--- src/rtl/pll_lock_sequencer.sv ---
// Power-up and recovery sequencer for an iCE40 PLL: holds the PLL in reset, filters LOCK,
// gates the system reset on a stable lock and falls back to bypass after repeated failures.
`timescale 1ns/1ps
module pll_lock_sequencer #(
    parameter int RST_CYCLES   = 16,
    parameter int LOCK_TIMEOUT = 4096,
    parameter int LOCK_STABLE  = 64,
    parameter int MAX_RETRIES  = 3,
    parameter int CNT_W        = 8
) (
    input  logic             REFERENCECLK,
    input  logic             RESET,
    input  logic             LOCK,
    input  logic             RESTART,
    input  logic             FORCE_BYPASS,
    output logic             PLL_RESETB,
    output logic             PLL_BYPASS,
    output logic             SYS_RESETN,
    output logic             READY,
    output logic             BYPASS_ACTIVE,
    output logic [1:0]       RETRY_COUNT,
    output logic [CNT_W-1:0] LOCK_LOST_COUNT,
    output logic [2:0]       STATE
);

    localparam int RW = $clog2(RST_CYCLES + 1);
    localparam int TW = $clog2(LOCK_TIMEOUT + 1);
    localparam int SW = $clog2(LOCK_STABLE + 1);

    localparam logic [RW-1:0]    RST_LAST = RW'(RST_CYCLES - 1);
    localparam logic [TW-1:0]    TMO_MAX  = TW'(LOCK_TIMEOUT);
    localparam logic [SW-1:0]    STB_MAX  = SW'(LOCK_STABLE);
    localparam logic [CNT_W-1:0] LOST_MAX = '1;

    typedef enum logic [2:0] {
        S_RESET_HOLD  = 3'd0,
        S_WAIT_LOCK   = 3'd1,
        S_LOCK_FILTER = 3'd2,
        S_RUN         = 3'd3,
        S_BYPASS      = 3'd4
    } state_t;

    state_t           state_reg, state_next;
    logic [1:0]       lock_pipe_reg;
    logic [RW-1:0]    rst_cnt_reg, rst_cnt_next;
    logic [TW-1:0]    tmo_cnt_reg, tmo_cnt_next, tmo_inc;
    logic [SW-1:0]    stb_cnt_reg, stb_cnt_next, stb_inc;
    logic [1:0]       retry_reg, retry_next;
    logic [2:0]       retry_inc;
    logic [CNT_W-1:0] lost_reg, lost_next;
    logic             sys_resetn_reg, sys_resetn_next;
    logic             pll_resetb_reg, pll_bypass_reg, ready_reg, bypass_active_reg;
    logic             lock_sync;
    logic             fail;

    // LOCK comes straight from the PLL analog block, so bring it in through two flops
    always_ff @(posedge REFERENCECLK or negedge RESET) begin
        if (!RESET) begin
            lock_pipe_reg <= 2'b00;
        end else begin
            lock_pipe_reg <= {lock_pipe_reg[0], LOCK};
        end
    end

    assign lock_sync = lock_pipe_reg[1];

    always_comb begin
        state_next      = state_reg;
        rst_cnt_next    = '0;
        tmo_cnt_next    = '0;
        stb_cnt_next    = '0;
        retry_next      = retry_reg;
        lost_next       = lost_reg;
        sys_resetn_next = 1'b0;
        fail            = 1'b0;
        tmo_inc         = tmo_cnt_reg + 1'b1;
        stb_inc         = stb_cnt_reg + 1'b1;
        retry_inc       = {1'b0, retry_reg} + 3'd1;

        if (RESTART) begin
            state_next = S_RESET_HOLD;
            retry_next = '0;
        end else if (FORCE_BYPASS && (state_reg != S_BYPASS)) begin
            state_next = S_BYPASS;
        end else begin
            case (state_reg)
                S_RESET_HOLD: begin
                    if (rst_cnt_reg == RST_LAST) begin
                        state_next = S_WAIT_LOCK;
                    end else begin
                        rst_cnt_next = rst_cnt_reg + 1'b1;
                    end
                end
                S_WAIT_LOCK: begin
                    tmo_cnt_next = tmo_inc;
                    if (tmo_inc == TMO_MAX) begin
                        fail = 1'b1;
                    end else if (lock_sync) begin
                        state_next = S_LOCK_FILTER;
                    end
                end
                S_LOCK_FILTER: begin
                    // the attempt deadline keeps running across filter dropouts
                    tmo_cnt_next = tmo_inc;
                    if (lock_sync) begin
                        stb_cnt_next = stb_inc;
                    end
                    if (lock_sync && (stb_inc == STB_MAX)) begin
                        state_next      = S_RUN;
                        retry_next      = '0;
                        sys_resetn_next = 1'b1;
                    end else if (tmo_inc == TMO_MAX) begin
                        fail = 1'b1;
                    end else if (!lock_sync) begin
                        state_next = S_WAIT_LOCK;
                    end
                end
                S_RUN: begin
                    if (!lock_sync) begin
                        state_next = S_RESET_HOLD;
                        if (lost_reg != LOST_MAX) begin
                            lost_next = lost_reg + 1'b1;
                        end
                    end else begin
                        sys_resetn_next = 1'b1;
                    end
                end
                S_BYPASS: begin
                    // settle delay on the bypass clock before releasing the system
                    if (sys_resetn_reg || (rst_cnt_reg == RST_LAST)) begin
                        sys_resetn_next = 1'b1;
                    end else begin
                        rst_cnt_next = rst_cnt_reg + 1'b1;
                    end
                end
                default: begin
                    state_next = S_RESET_HOLD;
                end
            endcase
        end

        if (fail) begin
            retry_next = (retry_reg == 2'd3) ? 2'd3 : (retry_reg + 2'd1);
            state_next = (int'(retry_inc) >= MAX_RETRIES) ? S_BYPASS : S_RESET_HOLD;
        end
    end

    always_ff @(posedge REFERENCECLK or negedge RESET) begin
        if (!RESET) begin
            state_reg         <= S_RESET_HOLD;
            rst_cnt_reg       <= '0;
            tmo_cnt_reg       <= '0;
            stb_cnt_reg       <= '0;
            retry_reg         <= '0;
            lost_reg          <= '0;
            sys_resetn_reg    <= 1'b0;
            ready_reg         <= 1'b0;
            pll_resetb_reg    <= 1'b0;
            pll_bypass_reg    <= 1'b0;
            bypass_active_reg <= 1'b0;
        end else begin
            state_reg         <= state_next;
            rst_cnt_reg       <= rst_cnt_next;
            tmo_cnt_reg       <= tmo_cnt_next;
            stb_cnt_reg       <= stb_cnt_next;
            retry_reg         <= retry_next;
            lost_reg          <= lost_next;
            sys_resetn_reg    <= sys_resetn_next;
            ready_reg         <= sys_resetn_next;
            pll_resetb_reg    <= (state_next != S_RESET_HOLD);
            pll_bypass_reg    <= (state_next == S_BYPASS);
            bypass_active_reg <= (state_next == S_BYPASS);
        end
    end

    assign PLL_RESETB      = pll_resetb_reg;
    assign PLL_BYPASS      = pll_bypass_reg;
    assign SYS_RESETN      = sys_resetn_reg;
    assign READY           = ready_reg;
    assign BYPASS_ACTIVE   = bypass_active_reg;
    assign RETRY_COUNT     = retry_reg;
    assign LOCK_LOST_COUNT = lost_reg;
    assign STATE           = state_reg;

endmodule

--- config.mk ---
export PLATFORM = sky130hd
export DESIGN_NAME = pll_lock_sequencer
export DESIGN_NICKNAME = d
export VERILOG_FILES = /design/src/rtl/pll_lock_sequencer.sv
export SDC_FILE = /design/constraint.sdc
export NUM_CORES = 1
export LEC_CHECK = 0
export BUFFER_PORTS_ARGS = -buffer_cell sky130_fd_sc_hd__clkbuf_2
export CORE_MARGIN = 2
export CORE_UTILIZATION = 30
export CTS_BUF_LIST = sky130_fd_sc_hd__clkbuf_16
export DETAILED_ROUTE_END_ITERATION = 6
export GPL_TIMING_DRIVEN = 0
export PLACE_DENSITY = 0.49
export RECOVER_POWER = 100
export SYNTH_ARGS = -nofsm -noshare
export SYNTH_HDL_FRONTEND = slang
export SYNTH_SLANG_ARGS = --single-unit
export TNS_END_PERCENT = 20
--- constraint.sdc ---
create_clock -name REFERENCECLK -period 2.3 [get_ports REFERENCECLK]
set_input_delay 0.115 -clock REFERENCECLK [delete_from_list [all_inputs] [get_ports REFERENCECLK]]
set_output_delay 0.115 -clock REFERENCECLK [all_outputs]
set_load 0.02 [all_outputs]
==> impl_metrics.yaml, run 1 <==
clock_tree:
  numClockSinks: 43
  cts-root-buf: "clkbuf_16"
  cts_buffers: 5
  cts.path.max_buffers: 2
  clock_latency_ns: 0.28
  htree_levels: 2
  clk_pin_slew_ns: 0.06
  tritoncts: "yes"
yosys:
  yosysMostFrequentCell: "nor2_1"
  ys_types: 51
  yosys-top-cells-area: "dfrtp_1 (45%), nor2_1 (7.1%), xnor2_1 (7.0%)"
  synth_commonest_cells: "nor2_1 (45), dfrtp_1 (43), xnor2_1 (19)"
  synth_top_area_cell: "dfrtp_1"
  synth-seq-cells: 43
  ys.flop_type: "dfrtp_1"
  syn-cell-area_um2: 2380
  async_flop_share_pct: 100
  synth_nets: 257
  synth.yosys.seq_area_share_pct: 45.1
  synth_top_cell_area_share_pct: 45.1
  syn_inst: 245
  yosys_warnings: 0
  synth-edff-count: 0
  syn_avg_cell_area_um2: 9.73
timing:
  slew_headroom_pct: 26.2
  grt_setup_unrepaired: "true"
  drv_slew: 0
  setup_tns_ns: -0.970
  fmax_mhz: 396
  hold_viol_final: 0
  fin_crit_ns: 2.52
  period_share_pct: 110
  worst_pin_slew_ns: 1.11
  finClkSkew_ns: 0.00555
  setup-violations-final: 9
  worst_slack_ns: -0.224
power_and_ir_drop:
  swShare_pct: 22.1
  irDropWorstVdd_uv: 355
  p_int_mw: 1.18
  p_sw_mw: 0.333
  power_density_nw_per_um2: 520
  combPwrFrac_pct: 4.2
  power_frac_seq_pct: 51.1
  clkPwrFrac_pct: 44.7
  p_leak_nw: 1.20
final_layout:
  nNetsFinal: 295
  largest_register_ffs: 13
  final_util_pct: 37.6
  finalNonFillerCells: 386
  fillers: 804
  area_delta_synth_final_pct: 21.7
  diodes: 0
  postLayoutCellArea_um2: 2900
  layout-drive-gt1-share_pct: 18.7
floorplan:
  rows: 32
  initial_core_util_pct: 30.9
  dieHeight_um: 93.2
  die_w_um: 93.2
  die-area_um2: 8680
  core_area_um2: 7730
  pin_count: 23
grt:
  track_usage_pct: 11.9
  antenna_found_initial: 0
  grt_pass1_wl_mm: 8.28
  overflow: 0
  grt_max_degree: 44
  grt_pass1_vias: 1724
worst_setup_path:
  worstSetupPathType: "reg -> reg"
  r2r_slack_ns: -0.22
  worst_ep_required_time_ns: 2.47
  timing.rr.end: "RETRY_COUNT[0]"
  reg2reg_depth: 8
  timing.rr.start: "tmo_cnt_reg[7]"
  cp_max_fo: 5
  arrival_ns: 2.69
  endpoint_kind: "flop"
  cp-start-kind: "flop"
drt:
  drc: 0
  wire_per_inst_um: 12.7
  wl_mm: 4.89
  firstDrtPassIters: 4
  drt_iter0_markers: 62
  viasPerCell: 4.72
  ant_nets: 0
  num_vias: 1822
placement:
  gp_congestion: 0.717
  dp_cells: 369
  dpl_worst_slack_ns: -0.272
  dpl.hpwl_mm: 3.29
  dpl_cell_area_um2: 2660
  io_buffers: 22
run_status:
  violations: "negative setup slack"
  status: "finished, violations left"
worst_hold_path:
  min_path_type: "in -> async"
flow_run:
  cap_viol_max_count: 0
[per-layer routing]
| layer | wire length, µm | vias up | track usage [%] |
|---|---|---|---|
| met2 | 2250 | 15 | 18.0 |
| li1 | - | 917 | - |
| met1 | 2470 | 885 | 17.0 |
| met3 | 123 | 5 | 2.74 |
| met5 | 0 | - | 0 |
| met4 | 46 | 0 | 3.68 |
[kinds of logic after synthesis]
| group | after synthesis | synth area share (%) |
|---|---|---|
| simple gates | 115 | 24.3 |
| flops | 43 | 45.1 |
| compound gates | 30 | 11.5 |
| xor+xnor | 28 | 10.3 |
| buf+inv | 19 | 3.73 |
| fa+ha+maj | 7 | 3.67 |
| mux | 3 | 1.36 |
[repair_timing]
action / 4_1_cts / 5_1_grt
buffers inserted: 0 / 9
hold endpoints to repair: 1 / 0
hold buffers: 1 / 0
gates resized for setup: 2 / 11
setup endpoints to repair: 22 / 36
pin swaps: 0 / 4
[worst max path at each step]
stage	start	end
2_1_floorplan	tmo_cnt_reg[7]	RETRY_COUNT[0]
3_5_place_dp	tmo_cnt_reg[0]	RETRY_COUNT[0]
6_report	tmo_cnt_reg[7]	RETRY_COUNT[0]
3_3_place_gp	tmo_cnt_reg[0]	RETRY_COUNT[0]
4_1_cts	tmo_cnt_reg[0]	RETRY_COUNT[0]
5_1_grt	tmo_cnt_reg[7]	RETRY_COUNT[0]
[layout by cell type (no fill, tap or decap), drive strengths merged, types with 4 or more instances in the layout]
master	instances
nor2	45
a21oi	6
nand2b	5
ha	7
buf	15
o21ai	4
nand4	8
xnor2	19
inv	9
clkbuf	32
nor3	10
dfrtp	43
and3	5
xor2	9
nand3	10
nand2	15
[worst max-delay path, stage by stage, from the launching register on]
cell and delay [ns]:
dfrtp_1 0.38, buf_8 0.13, xnor2_2 0.13, nand4_1 0.15, a2111oi_4 0.41, or3b_4 0.46
or3_4 0.37, and3_4 0.16, a211o_1 0.22
[through the flow]
stage,power [mW],hold slack [ns]
floorplan,0.814,-0.181
global placement,0.848,0.224
detailed placement,0.847,0.227
CTS,1.54,0.0866
global route,1.58,0.138
finish,1.51,0.0236
[final cells by class]
cell class,count,area [µm²],area share (%)
clock inverters,3,12.5,0.431
plain buffers,11,77.6,2.67
repair buffers,32,165,5.69
clock buffers,5,125,4.31
multi-input cells,183,1290,44.4
inverters,7,26.3,0.905
well taps,102,128,4.40
flip-flops and latches,43,1080,37.2
[power groups by stage]
stage	Clock [mW]	Combinational [mW]	Sequential, mW
floorplan	0	0.0259	0.788
global placement	0	0.0630	0.785
detailed placement	0	0.0626	0.785
CTS	0.708	0.0642	0.771
global route	0.734	0.0710	0.771
finish	0.675	0.0629	0.771
Power figures use the tool's default switching activity.
==> run 2, diff against run 1 <==
==> constraint.sdc (replaced) <==
create_clock -name REFERENCECLK -period 2.3 [get_ports REFERENCECLK]
set_input_delay 0 -clock REFERENCECLK [delete_from_list [all_inputs] [get_ports REFERENCECLK]]
set_output_delay 0 -clock REFERENCECLK [all_outputs]
set_load 0.02 [all_outputs]
==> run 2 against run 1 <==
Compared with the run above:
- the flow still finishes with violations (negative setup slack)
- critical path depth is the same
- sequential share of layout area shrank 0.26 points
- via count grew 0.33%
- register-to-register slack is essentially flat
- cell area grew 0.69%
- wire length is essentially flat
==> impl_metrics.yaml, run 2 (synthesis results as in run 1) <==
timing:
  worst_slack_ns: -0.224
  fmax_mhz: 396
  hold_viol_final: 0
  fin_crit_ns: 2.52
  finClkSkew_ns: 0.00563
  period_share_pct: 110
  setup-violations-final: 9
  slew_headroom_pct: 26.5
  grt_setup_unrepaired: "true"
  setup_tns_ns: -0.970
  worst_pin_slew_ns: 1.10
  drv_slew: 0
final_layout:
  nNetsFinal: 297
  seqCellArea_um2: 1080
  diodes: 0
  layout_common_cells: "nor2_1 (44), dfrtp_1 (39), clkbuf_1 (22)"
  postLayoutCellArea_um2: 2920
  final_util_pct: 37.8
  finalNonFillerCells: 388
  area_delta_synth_final_pct: 22.6
  multiInputGateArea_um2: 1290
  layout-drive-gt1-share_pct: 18.5
  final_common_cell: "nor2_1"
  fillers: 802
  largest_register_ffs: 13
worst_setup_path:
  arrival_ns: 2.69
  endpoint_kind: "flop"
  cpPeakStageDelay_ns: 0.46
  worstPathCellList: "buf_8 > xnor2_2 > nand4_1 > a2111oi_4 > or3b_4 > or3_4 > and3_4 > a211o_1"
  slowest_stage: "or3b_4"
  cp-start-kind: "flop"
  critical_path.top_delay_family: "simple AND/OR/NAND/NOR gates"
  worstSetupPathType: "reg -> reg"
  worst_ep_required_time_ns: 2.47
  crit_buf_inv: 1
  cp_max_fo: 5
power_and_ir_drop:
  power_frac_seq_pct: 51.0
  swShare_pct: 22.1
  power_mw: 1.51
  p_leak_nw: 1.21
  combPwrFrac_pct: 4.3
  clkPwrFrac_pct: 44.7
  power_density_nw_per_um2: 517
  irDropWorstVdd_uv: 355
  p_int_mw: 1.18
  p_sw_mw: 0.334
clock_tree:
  clock_latency_ns: 0.28
  clk_pin_slew_ns: 0.06
  cts.path.max_buffers: 2
  cts-root-buf: "clkbuf_16"
  cts_buffers: 5
  numClockSinks: 43
  tritoncts: "yes"
  htree_levels: 2
floorplan:
  die-area_um2: 8680
  pin_count: 23
  rows: 32
  dieHeight_um: 93.2
  die_w_um: 93.2
  initial_core_util_pct: 30.9
  core_area_um2: 7730
run_status:
  violations: "negative setup slack"
  status: "finished, violations left"
placement:
  dp_cells: 369
  dpl_cell_area_um2: 2660
  dpl.hpwl_mm: 3.29
  gp_congestion: 0.717
  io_buffers: 22
worst_hold_path:
  min_path_type: "in -> reg"
drt:
  num_vias: 1828
  firstDrtPassIters: 4
  drt_iter0_markers: 51
  wl_mm: 4.90
  ant_nets: 0
  viasPerCell: 4.71
  drc: 0
  wire_per_inst_um: 12.6
grt:
  grt_max_degree: 44
  grt_pass1_wl_mm: 8.29
  antenna_found_initial: 0
  grt_pass1_vias: 1727
  overflow: 0
  track_usage_pct: 11.9
flow_run:
  cap_viol_max_count: 0
run 2: power by group through the flow:
| stage | sequential, mW | clock [mW] | combinational, mW |
|---|---|---|---|
| finish | 0.771 | 0.675 | 0.0656 |
| global route | 0.771 | 0.734 | 0.0738 |
| CTS | 0.771 | 0.708 | 0.0669 |
| detailed placement | 0.785 | 0 | 0.0626 |
| global placement | 0.785 | 0 | 0.0630 |
| floorplan | 0.788 | 0 | 0.0259 |
run 2: cell type report:
cell class / count / area share, %
multi-input cells: 183 / 44.0
flip-flops and latches: 43 / 37.0
repair buffers: 34 / 6.34
well taps: 102 / 4.37
clock buffers: 5 / 4.28
plain buffers: 11 / 2.65
inverters: 7 / 0.899
clock inverters: 3 / 0.428
run 2: metrics by stage:
| step | setup WS, ns | hold WS, ns |
|---|---|---|
| 2_1_floorplan | -0.0811 | -0.296 |
| 3_3_place_gp | -0.280 | 0.109 |
| 3_5_place_dp | -0.272 | 0.112 |
| 4_1_cts | -0.279 | 0.0595 |
| 5_1_grt | -0.316 | 0.0932 |
| 6_report | -0.224 | 0.0660 |
run 2: per-layer routing:
layer	vias up	GRT usage, %	wire, µm
met5	-	0	0
met4	0	3.68	46
met3	5	2.74	123
met2	15	18.0	2240
met1	887	17.0	2480
li1	921	-	-
run 2: timing repair:
item | in CTS | in global routing
endpoints found under the setup margin | 22 | 36
hold buffers | 3 | 0
hold endpoints to repair | 46 | 0
buffers inserted | 0 | 9
resized for setup | 2 | 11
pin swaps | 0 | 4
run 2: worst paths after layout:
path / from / end / slack (ns) / cells after the start
min: FORCE_BYPASS / BYPASS_ACTIVE / 0.07 / 3
max: tmo_cnt_reg[7] / RETRY_COUNT[0] / -0.22 / 8
min in group asynchronous: RESET / tmo_cnt_reg[6] / 0.45 / 2
max in group asynchronous: RESET / tmo_cnt_reg[2] / 1.11 / 2
min reg2reg: lock_pipe_reg[0] / lock_pipe_reg[1] / 0.35 / 0
max reg2reg: tmo_cnt_reg[7] / RETRY_COUNT[0] / -0.22 / 8
run 2: worst min-delay path, cell delays in order:
cell and delay, ns:
clkbuf_2 0.10, a21oi_1 0.06, a21oi_1 0.14
==> run 3, diff against run 2 <==
--- a/config.mk
+++ b/config.mk
@@ -6,6 +6,7 @@
 export NUM_CORES = 1
 export LEC_CHECK = 0
 export BUFFER_PORTS_ARGS = -buffer_cell sky130_fd_sc_hd__clkbuf_2
+export CORE_ASPECT_RATIO = 1.1
 export CORE_MARGIN = 2
 export CORE_UTILIZATION = 30
 export CTS_BUF_LIST = sky130_fd_sc_hd__clkbuf_16
==> run 3 against run 2 <==
Compared with the run above:
- the flow still finishes with violations (negative setup slack)
- largest power group unchanged
- first-iteration DRC count grew 45%
- total power about the same
- highest routed layer unchanged
- count of clock-buffer cells in the layout stayed put
==> impl_metrics.yaml, run 3 (synthesis results as in run 1) <==
clock_tree:
  tritoncts: "yes"
  cts_buffers: 5
  htree_levels: 2
  cts-root-buf: "clkbuf_16"
  clock_latency_ns: 0.28
  numClockSinks: 43
  clk_pin_slew_ns: 0.06
  cts.path.max_buffers: 2
final_layout:
  layout-drive-gt1-share_pct: 21.2
  layout_common_cells: "nor2_1 (42), dfrtp_1 (39), clkbuf_1 (24)"
  largest_register_ffs: 13
  area_delta_synth_final_pct: 25.1
  diodes: 0
  fillers: 826
  nNetsFinal: 299
  final_common_cell: "nor2_1"
timing:
  drv_slew: 0
  grt_setup_unrepaired: "true"
  setup-violations-final: 5
  holdWs_ns: 0.0437
  worst_slack_ns: -0.181
  fmax_mhz: 403
  setup_tns_ns: -0.398
  finClkSkew_ns: 0.00444
  hold_viol_final: 0
  period_share_pct: 108
  fin_crit_ns: 2.48
  slew_headroom_pct: 27.8
  worst_pin_slew_ns: 1.08
worst_hold_path:
  holdPathEnd: "BYPASS_ACTIVE"
  whs_path_depth: 2
  hold_start: "RESTART"
  min_path_type: "in -> reg"
drt:
  drt_iter0_markers: 74
  drc: 0
  viasPerCell: 4.65
  firstDrtPassIters: 4
  num_vias: 1840
  ant_nets: 0
  wl_mm: 5.04
  wire_per_inst_um: 12.7
grt:
  grt_pass1_wl_mm: 8.54
  grt_max_degree: 44
  overflow: 0
  grt_pass1_vias: 1836
  track_usage_pct: 12.2
  antenna_found_initial: 0
placement:
  io_buffers: 22
  dpl.hpwl_mm: 3.34
  gp_congestion: 0.741
worst_setup_path:
  endpoint_kind: "flop"
  timing.rr.start: "tmo_cnt_reg[0]"
  crit_buf_inv: 0
  r2r_slack_ns: -0.18
  cpPeakStageDelay_ns: 0.47
  cp_common_cell: "a2111oi_4"
  worst_ep_required_time_ns: 2.47
  timing.rr.end: "RETRY_COUNT[0]"
  worstPathCellList: "a2111oi_4 > a41oi_2 > a2111oi_4 > or3b_4 > or3_4 > and3_4 > a211o_1"
  cp-start-kind: "flop"
  critical_path.top_delay_family: "simple AND/OR/NAND/NOR gates"
  slowest_stage: "dfrtp_2"
  cp_max_fo: 6
  worstSetupPathType: "reg -> reg"
  crit_cells: 7
  arrival_ns: 2.65
  reg2reg_depth: 7
floorplan:
  die_w_um: 89.0
  pin_count: 23
  core_area_um2: 7830
  dieHeight_um: 97.5
  initial_core_util_pct: 30.5
  die-area_um2: 8680
  rows: 34
power_and_ir_drop:
  p_leak_nw: 1.21
  clkPwrFrac_pct: 44.3
  p_sw_mw: 0.333
  p_int_mw: 1.18
  swShare_pct: 22.0
  combPwrFrac_pct: 4.7
  power_density_nw_per_um2: 506
  power_frac_seq_pct: 51.0
  irDropWorstVdd_uv: 241
  power_mw: 1.51
run_status:
  violations: "negative setup slack"
  status: "finished, violations left"
flow_run:
  cap_viol_max_count: 0
-- run 3: final cells by class --
type | instances | area (µm²) | share of cell area [%]
multi-input combinational | 183 | 1340 | 44.7
sequential | 43 | 1080 | 36.2
timing repair buffer | 36 | 195 | 6.54
tap | 108 | 135 | 4.53
clock buffer | 5 | 125 | 4.19
buffer | 11 | 75.1 | 2.52
inverter | 7 | 26.3 | 0.881
clock inverter | 3 | 11.3 | 0.377
-- run 3: repair_timing --
item	CTS	global route
gates resized for setup	8	18
hold buffers	2	0
buffers inserted	4	8
endpoints found under the hold margin	44	0
endpoints found under the setup margin	11	28
pin swaps	5	6
gates cloned	0	0
-- run 3: worst max-delay path by stage --
stage	to	slack, ns	start
2_1_floorplan	RETRY_COUNT[0]	-0.08	tmo_cnt_reg[7]
3_3_place_gp	RETRY_COUNT[0]	-0.28	tmo_cnt_reg[0]
3_5_place_dp	PLL_RESETB	-0.26	tmo_cnt_reg[0]
4_1_cts	RETRY_COUNT[0]	-0.22	tmo_cnt_reg[6]
5_1_grt	RETRY_COUNT[0]	-0.26	tmo_cnt_reg[0]
6_report	RETRY_COUNT[0]	-0.18	tmo_cnt_reg[0]
-- run 3: per-layer routing --
layer / track usage, % / routed length (µm) / vias to the layer above
met2: 19.5 / 2450 / 22
met1: 16.6 / 2430 / 889
li1: - / - / 927
met4: 3.10 / 17 / 0
met3: 2.63 / 142 / 2
met5: 0 / 0 / -
-- run 3: worst reg2reg max path, cell delays in order, from the launching register on --
cell and delay, ns:
dfrtp_2 0.47, a2111oi_4 0.37, a41oi_2 0.08, a2111oi_4 0.24, or3b_4 0.46, or3_4 0.37
and3_4 0.16, a211o_1 0.21
-- run 3: power by group through the flow --
stage | sequential [mW] | combinational [mW] | clock [mW]
2_1_floorplan | 0.788 | 0.0259 | 0
3_3_place_gp | 0.784 | 0.0636 | 0
3_5_place_dp | 0.784 | 0.0635 | 0
4_1_cts | 0.771 | 0.0681 | 0.698
5_1_grt | 0.771 | 0.0780 | 0.726
6_report | 0.771 | 0.0706 | 0.669
-- run 3: stage by stage --
stage	cells	worst slack, ns	utilization [%]	instance area (µm²)
final	396	-0.181	38.1	2980
after global routing	396	-0.265	38.1	2980
after CTS	389	-0.218	36.8	2880
after detailed placement	375	-0.262	34.1	2670
after global placement	375	-0.283	34.1	2670
after floorplan	245	-0.0811	-	2420
